===== src/rtl/idex_redirect_stage.sv =====
`default_nettype none
// ============================================================================
// Module   : idex_redirect_stage
// Brief    : ID/EX pipeline register with MEM/WB operand forwarding and a
//            one-cycle load-use interlock for the five-stage MIPS pipeline.
// Revision : 1.0 - initial release
// ============================================================================
module idex_redirect_stage #(
    parameter int DW = 32,
    parameter int CW = 16
) (
    input  logic          clk,
    input  logic          rst_n,
    input  logic          id_valid,
    input  logic [3:0]    id_alu_op,
    input  logic          id_dmload,
    input  logic          id_dmstr,
    input  logic          id_dmsel,
    input  logic          id_regwrite,
    input  logic [4:0]    id_ra,
    input  logic [4:0]    id_rb,
    input  logic          id_use_a,
    input  logic          id_use_b,
    input  logic [4:0]    id_rw,
    input  logic [15:0]   id_imm,
    input  logic [DW-1:0] id_pc,
    input  logic [DW-1:0] id_a,
    input  logic [DW-1:0] id_b,
    input  logic          flush,
    input  logic          mem_regwrite,
    input  logic [4:0]    mem_rw,
    input  logic [DW-1:0] mem_data,
    input  logic          wb_regwrite,
    input  logic [4:0]    wb_rw,
    input  logic [DW-1:0] wb_data,
    output logic          id_stall,
    output logic          ex_valid,
    output logic [3:0]    ex_alu_op,
    output logic          ex_dmload,
    output logic          ex_dmstr,
    output logic          ex_dmsel,
    output logic          ex_regwrite,
    output logic [4:0]    ex_rw,
    output logic [15:0]   ex_imm,
    output logic [DW-1:0] ex_pc,
    output logic [DW-1:0] ex_a,
    output logic [DW-1:0] ex_b,
    output logic [1:0]    fwd_sel_a,
    output logic [1:0]    fwd_sel_b,
    output logic [CW-1:0] stall_count,
    output logic [CW-1:0] flush_count
);

    localparam logic [1:0] C_SEL_REG = 2'd0;
    localparam logic [1:0] C_SEL_MEM = 2'd1;
    localparam logic [1:0] C_SEL_WB  = 2'd2;
    localparam logic [4:0] C_R0      = 5'd0;

    logic          r_valid;
    logic [3:0]    r_alu_op;
    logic          r_dmload;
    logic          r_dmstr;
    logic          r_dmsel;
    logic          r_regwrite;
    logic [4:0]    r_rw;
    logic [15:0]   r_imm;
    logic [DW-1:0] r_pc;
    logic [DW-1:0] r_a;
    logic [DW-1:0] r_b;
    logic [4:0]    r_ra;
    logic [4:0]    r_rb;
    logic          r_use_a;
    logic          r_use_b;
    logic [CW-1:0] r_stall_cnt;
    logic [CW-1:0] r_flush_cnt;

    logic          w_hit_a;
    logic          w_hit_b;
    logic          w_load_use;
    logic          w_bubble;
    logic          w_stall;
    logic          w_kill;
    logic          w_wb_byp_a;
    logic          w_wb_byp_b;
    logic [DW-1:0] w_cap_a;
    logic [DW-1:0] w_cap_b;
    logic [1:0]    w_sel_a;
    logic [1:0]    w_sel_b;

    // Load-use hazard: a valid load in EX whose destination is read by the
    // instruction currently in decode.
    always_comb begin
        w_hit_a    = id_use_a && (id_ra == r_rw);
        w_hit_b    = id_use_b && (id_rb == r_rw);
        w_load_use = id_valid && r_valid && r_dmload && r_regwrite &&
                     (r_rw != C_R0) && (w_hit_a || w_hit_b);
        w_bubble   = flush || w_load_use;
        w_stall    = w_load_use && !flush;
        w_kill     = flush && id_valid;
    end

    // Register-file write and read in the same cycle: take the WB value.
    always_comb begin
        w_wb_byp_a = wb_regwrite && (wb_rw != C_R0) && (wb_rw == id_ra);
        w_wb_byp_b = wb_regwrite && (wb_rw != C_R0) && (wb_rw == id_rb);
        w_cap_a    = w_wb_byp_a ? wb_data : id_a;
        w_cap_b    = w_wb_byp_b ? wb_data : id_b;
    end

    // Control bits are gated by id_valid at capture so that they always read
    // zero while the slot is empty.
    always_ff @(posedge clk or negedge rst_n) begin
        if (!rst_n) begin
            r_valid    <= 1'b0;
            r_alu_op   <= 4'd0;
            r_dmload   <= 1'b0;
            r_dmstr    <= 1'b0;
            r_dmsel    <= 1'b0;
            r_regwrite <= 1'b0;
        end else if (w_bubble) begin
            r_valid    <= 1'b0;
            r_alu_op   <= 4'd0;
            r_dmload   <= 1'b0;
            r_dmstr    <= 1'b0;
            r_dmsel    <= 1'b0;
            r_regwrite <= 1'b0;
        end else begin
            r_valid    <= id_valid;
            r_alu_op   <= id_alu_op;
            r_dmload   <= id_dmload   && id_valid;
            r_dmstr    <= id_dmstr    && id_valid;
            r_dmsel    <= id_dmsel    && id_valid;
            r_regwrite <= id_regwrite && id_valid;
        end
    end

    // Data fields simply hold across a bubble; they are ignored while invalid.
    always_ff @(posedge clk or negedge rst_n) begin
        if (!rst_n) begin
            r_rw    <= 5'd0;
            r_imm   <= 16'd0;
            r_pc    <= '0;
            r_a     <= '0;
            r_b     <= '0;
            r_ra    <= 5'd0;
            r_rb    <= 5'd0;
            r_use_a <= 1'b0;
            r_use_b <= 1'b0;
        end else if (!w_bubble) begin
            r_rw    <= id_rw;
            r_imm   <= id_imm;
            r_pc    <= id_pc;
            r_a     <= w_cap_a;
            r_b     <= w_cap_b;
            r_ra    <= id_ra;
            r_rb    <= id_rb;
            r_use_a <= id_use_a;
            r_use_b <= id_use_b;
        end
    end

    always_ff @(posedge clk or negedge rst_n) begin
        if (!rst_n) begin
            r_stall_cnt <= '0;
            r_flush_cnt <= '0;
        end else begin
            if (w_stall && !(&r_stall_cnt)) begin
                r_stall_cnt <= r_stall_cnt + 1'b1;
            end
            if (w_kill && !(&r_flush_cnt)) begin
                r_flush_cnt <= r_flush_cnt + 1'b1;
            end
        end
    end

    // EX-stage forwarding: MEM is younger than WB, so it wins.
    always_comb begin
        w_sel_a = C_SEL_REG;
        if (r_valid && r_use_a && (r_ra != C_R0)) begin
            if (mem_regwrite && (mem_rw == r_ra)) begin
                w_sel_a = C_SEL_MEM;
            end else if (wb_regwrite && (wb_rw == r_ra)) begin
                w_sel_a = C_SEL_WB;
            end
        end
    end

    always_comb begin
        w_sel_b = C_SEL_REG;
        if (r_valid && r_use_b && (r_rb != C_R0)) begin
            if (mem_regwrite && (mem_rw == r_rb)) begin
                w_sel_b = C_SEL_MEM;
            end else if (wb_regwrite && (wb_rw == r_rb)) begin
                w_sel_b = C_SEL_WB;
            end
        end
    end

    always_comb begin
        case (w_sel_a)
            C_SEL_MEM: ex_a = mem_data;
            C_SEL_WB:  ex_a = wb_data;
            default:   ex_a = r_a;
        endcase
        case (w_sel_b)
            C_SEL_MEM: ex_b = mem_data;
            C_SEL_WB:  ex_b = wb_data;
            default:   ex_b = r_b;
        endcase
    end

    assign id_stall    = w_stall;
    assign ex_valid    = r_valid;
    assign ex_alu_op   = r_alu_op;
    assign ex_dmload   = r_dmload;
    assign ex_dmstr    = r_dmstr;
    assign ex_dmsel    = r_dmsel;
    assign ex_regwrite = r_regwrite;
    assign ex_rw       = r_rw;
    assign ex_imm      = r_imm;
    assign ex_pc       = r_pc;
    assign fwd_sel_a   = w_sel_a;
    assign fwd_sel_b   = w_sel_b;
    assign stall_count = r_stall_cnt;
    assign flush_count = r_flush_cnt;

endmodule
`default_nettype wire


===== config.mk =====
export PLATFORM = sky130hd
export DESIGN_NAME = idex_redirect_stage
export DESIGN_NICKNAME = d
export VERILOG_FILES = /design/src/rtl/idex_redirect_stage.sv
export SDC_FILE = /design/constraint.sdc
export NUM_CORES = 1
export LEC_CHECK = 0
export CAP_MARGIN = 20
export CORE_UTILIZATION = 45
export DETAILED_ROUTE_END_ITERATION = 6
export HOLD_SLACK_MARGIN = 0.06
export PLACE_DENSITY = 0.94
export SYNTH_ARGS = -nofsm -noshare
export SYNTH_HDL_FRONTEND = slang
export SYNTH_SLANG_ARGS = --single-unit

===== constraint.sdc =====
create_clock -name clk -period 8.9 [get_ports clk]
set_clock_uncertainty 0.1 [all_clocks]
set_input_delay 1.78 -clock clk [delete_from_list [all_inputs] [get_ports clk]]
set_output_delay 1.78 -clock clk [all_outputs]
set_load 0.005 [all_outputs]

==> reports/metrics.csv <==
metric;value;unit
P_sw;617.5;µW
cell-internal power;1578;µW
Warnings, synthesis;0;
nets@finish;1382;
Post-CTS Hold Fix Bufs;0;
power density cells;154.7;nW/µm²
CORE AREA;20960;µm²
DR WL/cell;21.36;µm
worst path cell trace;clkdlybuf4s50_1, xor2_1, nor4_1, and3_1, or4_1, inv_1, ha_2, a22oi_1, o21ai_0, clkdlybuf4s50_1;
largest net degree at the start of global routing;91;
top post-synthesis cells by area;dfrtp_1 (44%), mux2_4 (19%), mux2_2 (8.8%), a22oi_1 (5.0%), xnor2_1 (4.5%);
Final Critical Period;7.071;ns
I/O Pins;380;
Netlist cell types;37;
Clock Tree Buf Depth;2;
slowest library cell on the worst path;ha_2;
Post-Synthesis Cells;805;
router iterations before antenna repair;6;
syn nets;1028;
Num CTS Buffers;17;
number of H-tree levels;4;
switch share;28.12;%
leading area contributor after synthesis;dfrtp_1;
Final Hold Viols;0;
Critical Path RT;7.02;ns
post-CTS resize count;0;
CP Capture Type;output port;
RSZ-0062 raised after global routing;no;
initial core utilization;45.71;%
final setup vio count;0;
critical path launch point type;input port;
initial antenna violation count;1;
Top FF cell, synth;dfrtp_1;
routed vias/inst;5.686;
Flop pwr share;41.8;%
Comb pwr share;23.8;%
fillers;1486;
Pwr Total;2196;µW
vias;8234;
worst slew pin tran;1.075;ns
initial DRC count;443;
period utilization;79.45;%
Die Footprint;21870;µm²
RD Place Congestion;0.9111;
Seq/Total Area, Yosys;44.42;%
Netlist Area Pre-Place;9578;µm²
crit-path max FO;32;
vias in the first global route;8930;
row count;53;
all-layer global routing usage;28.21;%
Post-synth EDFFs;0;
# DRC;0;
wl on met1;11480;µm
top-area cell type share of the netlist area;44.42;%
Setup Buffers After CTS;0;
CTS tree;yes;
global route total overflow;0;
met2 wire len;15430;µm
relative slew slack;28.36;%
drt total wl;30930;µm
clock sinks;170;
dpl hpwl;22160;µm
I/O Buffers;379;
dominant cell by count in the synthesized netlist;dfrtp_1;
cell mode on critical path;clkdlybuf4s50_1;
first-pass GRT wire length;48070;µm
Critical Path AT;5.19;ns
max-cap violation count;0;
highest routed layer;met4;
share of cells above drive strength 1;20.99;%
asr flop ratio synth;100.0;%
setup tns final;0;ns
top post-synthesis cells by count;dfrtp_1 (170), mux2_4 (120), nand2_1 (76);
clock insertion delay at the later pin of the skew report;0.42;ns
die width;147.9;µm
CTS clk-pin slew, worst paths;0.08;ns
Synth Register Bits;170;
Leakage;0.005942;µW
Largest stage delay, worst path;0.68;ns
clock power share;34.4;%
Area Overhead vs Synth;48.24;%
Pins Over Slew Limit;0;
f_max;141.4;MHz
Post-DRT Antenna Nets;0;
met3 WL;3022;µm
WS Path Type;input port to output port;
Max IR drop VDD;0.1571;mV
status;complete, no violations;
worst min-delay path class;register to register;
CTS root buf;clkbuf_16;
mean post-synth cell area;11.90;µm²
die height;147.9;µm
## registers in the layout (all words and copies together), names as in the netlist
register,flops
ex_dmload,1
stall_count,16
ex_dmsel,1
r_b,32
ex_regwrite,1
r_a,32
flush_count,16
r_rb,5
ex_imm,16
ex_pc,32
ex_dmstr,1
ex_valid,1
r_use_a,1
ex_rw,5
r_use_b,1
ex_alu_op,4
r_ra,5
## area by class of cell
cell class | instances | area, µm² | share of cell area [%]
multi-input cells | 572 | 5049 | 35.56
inverters | 8 | 30.03 | 0.2115
clock buffers | 18 | 439.2 | 3.093
flip-flops and latches | 170 | 4254 | 29.96
repair buffers | 390 | 3910 | 27.54
clock inverters | 14 | 170.2 | 1.198
diodes | 1 | 2.502 | 0.01762
well taps | 275 | 344.1 | 2.423
## cells by family (layout without fill, tap and decap cells)
| kind of cell | Yosys count | after routing | synth area share [%] |
|---|---|---|---|
| multiplexers | 196 | 196 | 27.73 |
| flip-flops | 170 | 170 | 44.42 |
| AND/OR/NAND/NOR | 162 | 162 | 8.348 |
| AO/OA/AOI/OAI | 140 | 140 | 9.275 |
| XOR/XNOR | 68 | 68 | 6.218 |
| buffers and inverters | 63 | 430 | 3.227 |
| adder cells (fa/ha/maj) | 6 | 6 | 0.7838 |
| other | 0 | 1 | 0 |
## worst max-delay path: cells and delay by family
kind | cells | cell delay [ns]
and+or+nand+nor | 3 | 0.80
buffers and inverters | 3 | 1.22
AOI/OAI and AO/OA | 2 | 0.54
adders and majority gates | 1 | 0.68
xor gates and xnor gates | 1 | 0.17
## cells in the final DEF (no fill, tap or decap), types with 2 or more instances in the layout
master,count
a21oi_1,4
a22oi_1,64
and2_1,7
and3_1,19
buf_4,9
clkbuf_16,17
clkdlybuf4s50_1,378
clkinv_4,3
clkinv_8,4
dfrtp_1,170
ha_1,4
ha_2,2
inv_1,8
inv_6,2
inv_8,4
mux2_2,75
mux2_4,120
nand2_1,76
nand3_1,20
nand4_1,16
nor2_1,8
nor4_1,5
nor4_4,2
o21ai_0,64
or4_1,3
xnor2_1,49
xor2_1,19
## stage by stage
stage	hold slack [ns]	instances	utilization [%]	area [µm²]	worst slack, ns
2_1_floorplan	0.3810	805	-	9578	3.377
3_3_place_gp	0.3881	1413	64.61	13540	1.925
3_5_place_dp	0.3920	1413	64.61	13540	1.860
4_1_cts	0.4119	1445	67.52	14150	1.859
5_1_grt	0.4196	1448	67.76	14200	1.653
6_report	0.4081	1448	67.76	14200	1.829
## final timing paths
path                                              from                endpoint  slack (ns)  cells past startpoint
min in group asynchronous                        rst_n     r_a[19]$_DFFE_PN0N_        1.34                      1
max in group asynchronous                        rst_n   ex_pc[23]$_DFFE_PN0N_        6.05                      3
worst min register to register  ex_imm[14]$_DFFE_PN0N_  ex_imm[14]$_DFFE_PN0N_        0.41                      1
worst max register to register    ex_rw[4]$_DFFE_PN0N_   ex_imm[6]$_DFFE_PN0N_        5.78                      7
worst max-delay path                         mem_rw[4]                 ex_a[6]        1.83                     10
worst min-delay path            ex_imm[14]$_DFFE_PN0N_  ex_imm[14]$_DFFE_PN0N_        0.41                      1
## layer usage
layer | GRT usage [%] | vias up
met4 | 13.14 | 0
met2 | 48.16 | 493
met3 | 7.685 | 80
met5 | 0 | -
met1 | 32.90 | 4050
li1 | - | 3611
## power groups by stage
| stage | registers [µW] | logic [µW] | clock network (µW) |
|---|---|---|---|
| after floorplan | 911 | 207 | 0 |
| final | 917 | 523 | 756 |
| after detailed placement | 929 | 518 | 0 |
| after CTS | 916 | 522 | 774 |
| after global routing | 926 | 558 | 801 |
| after global placement | 923 | 504 | 0 |
No activity file was read; power rests on OpenSTA's default activity.
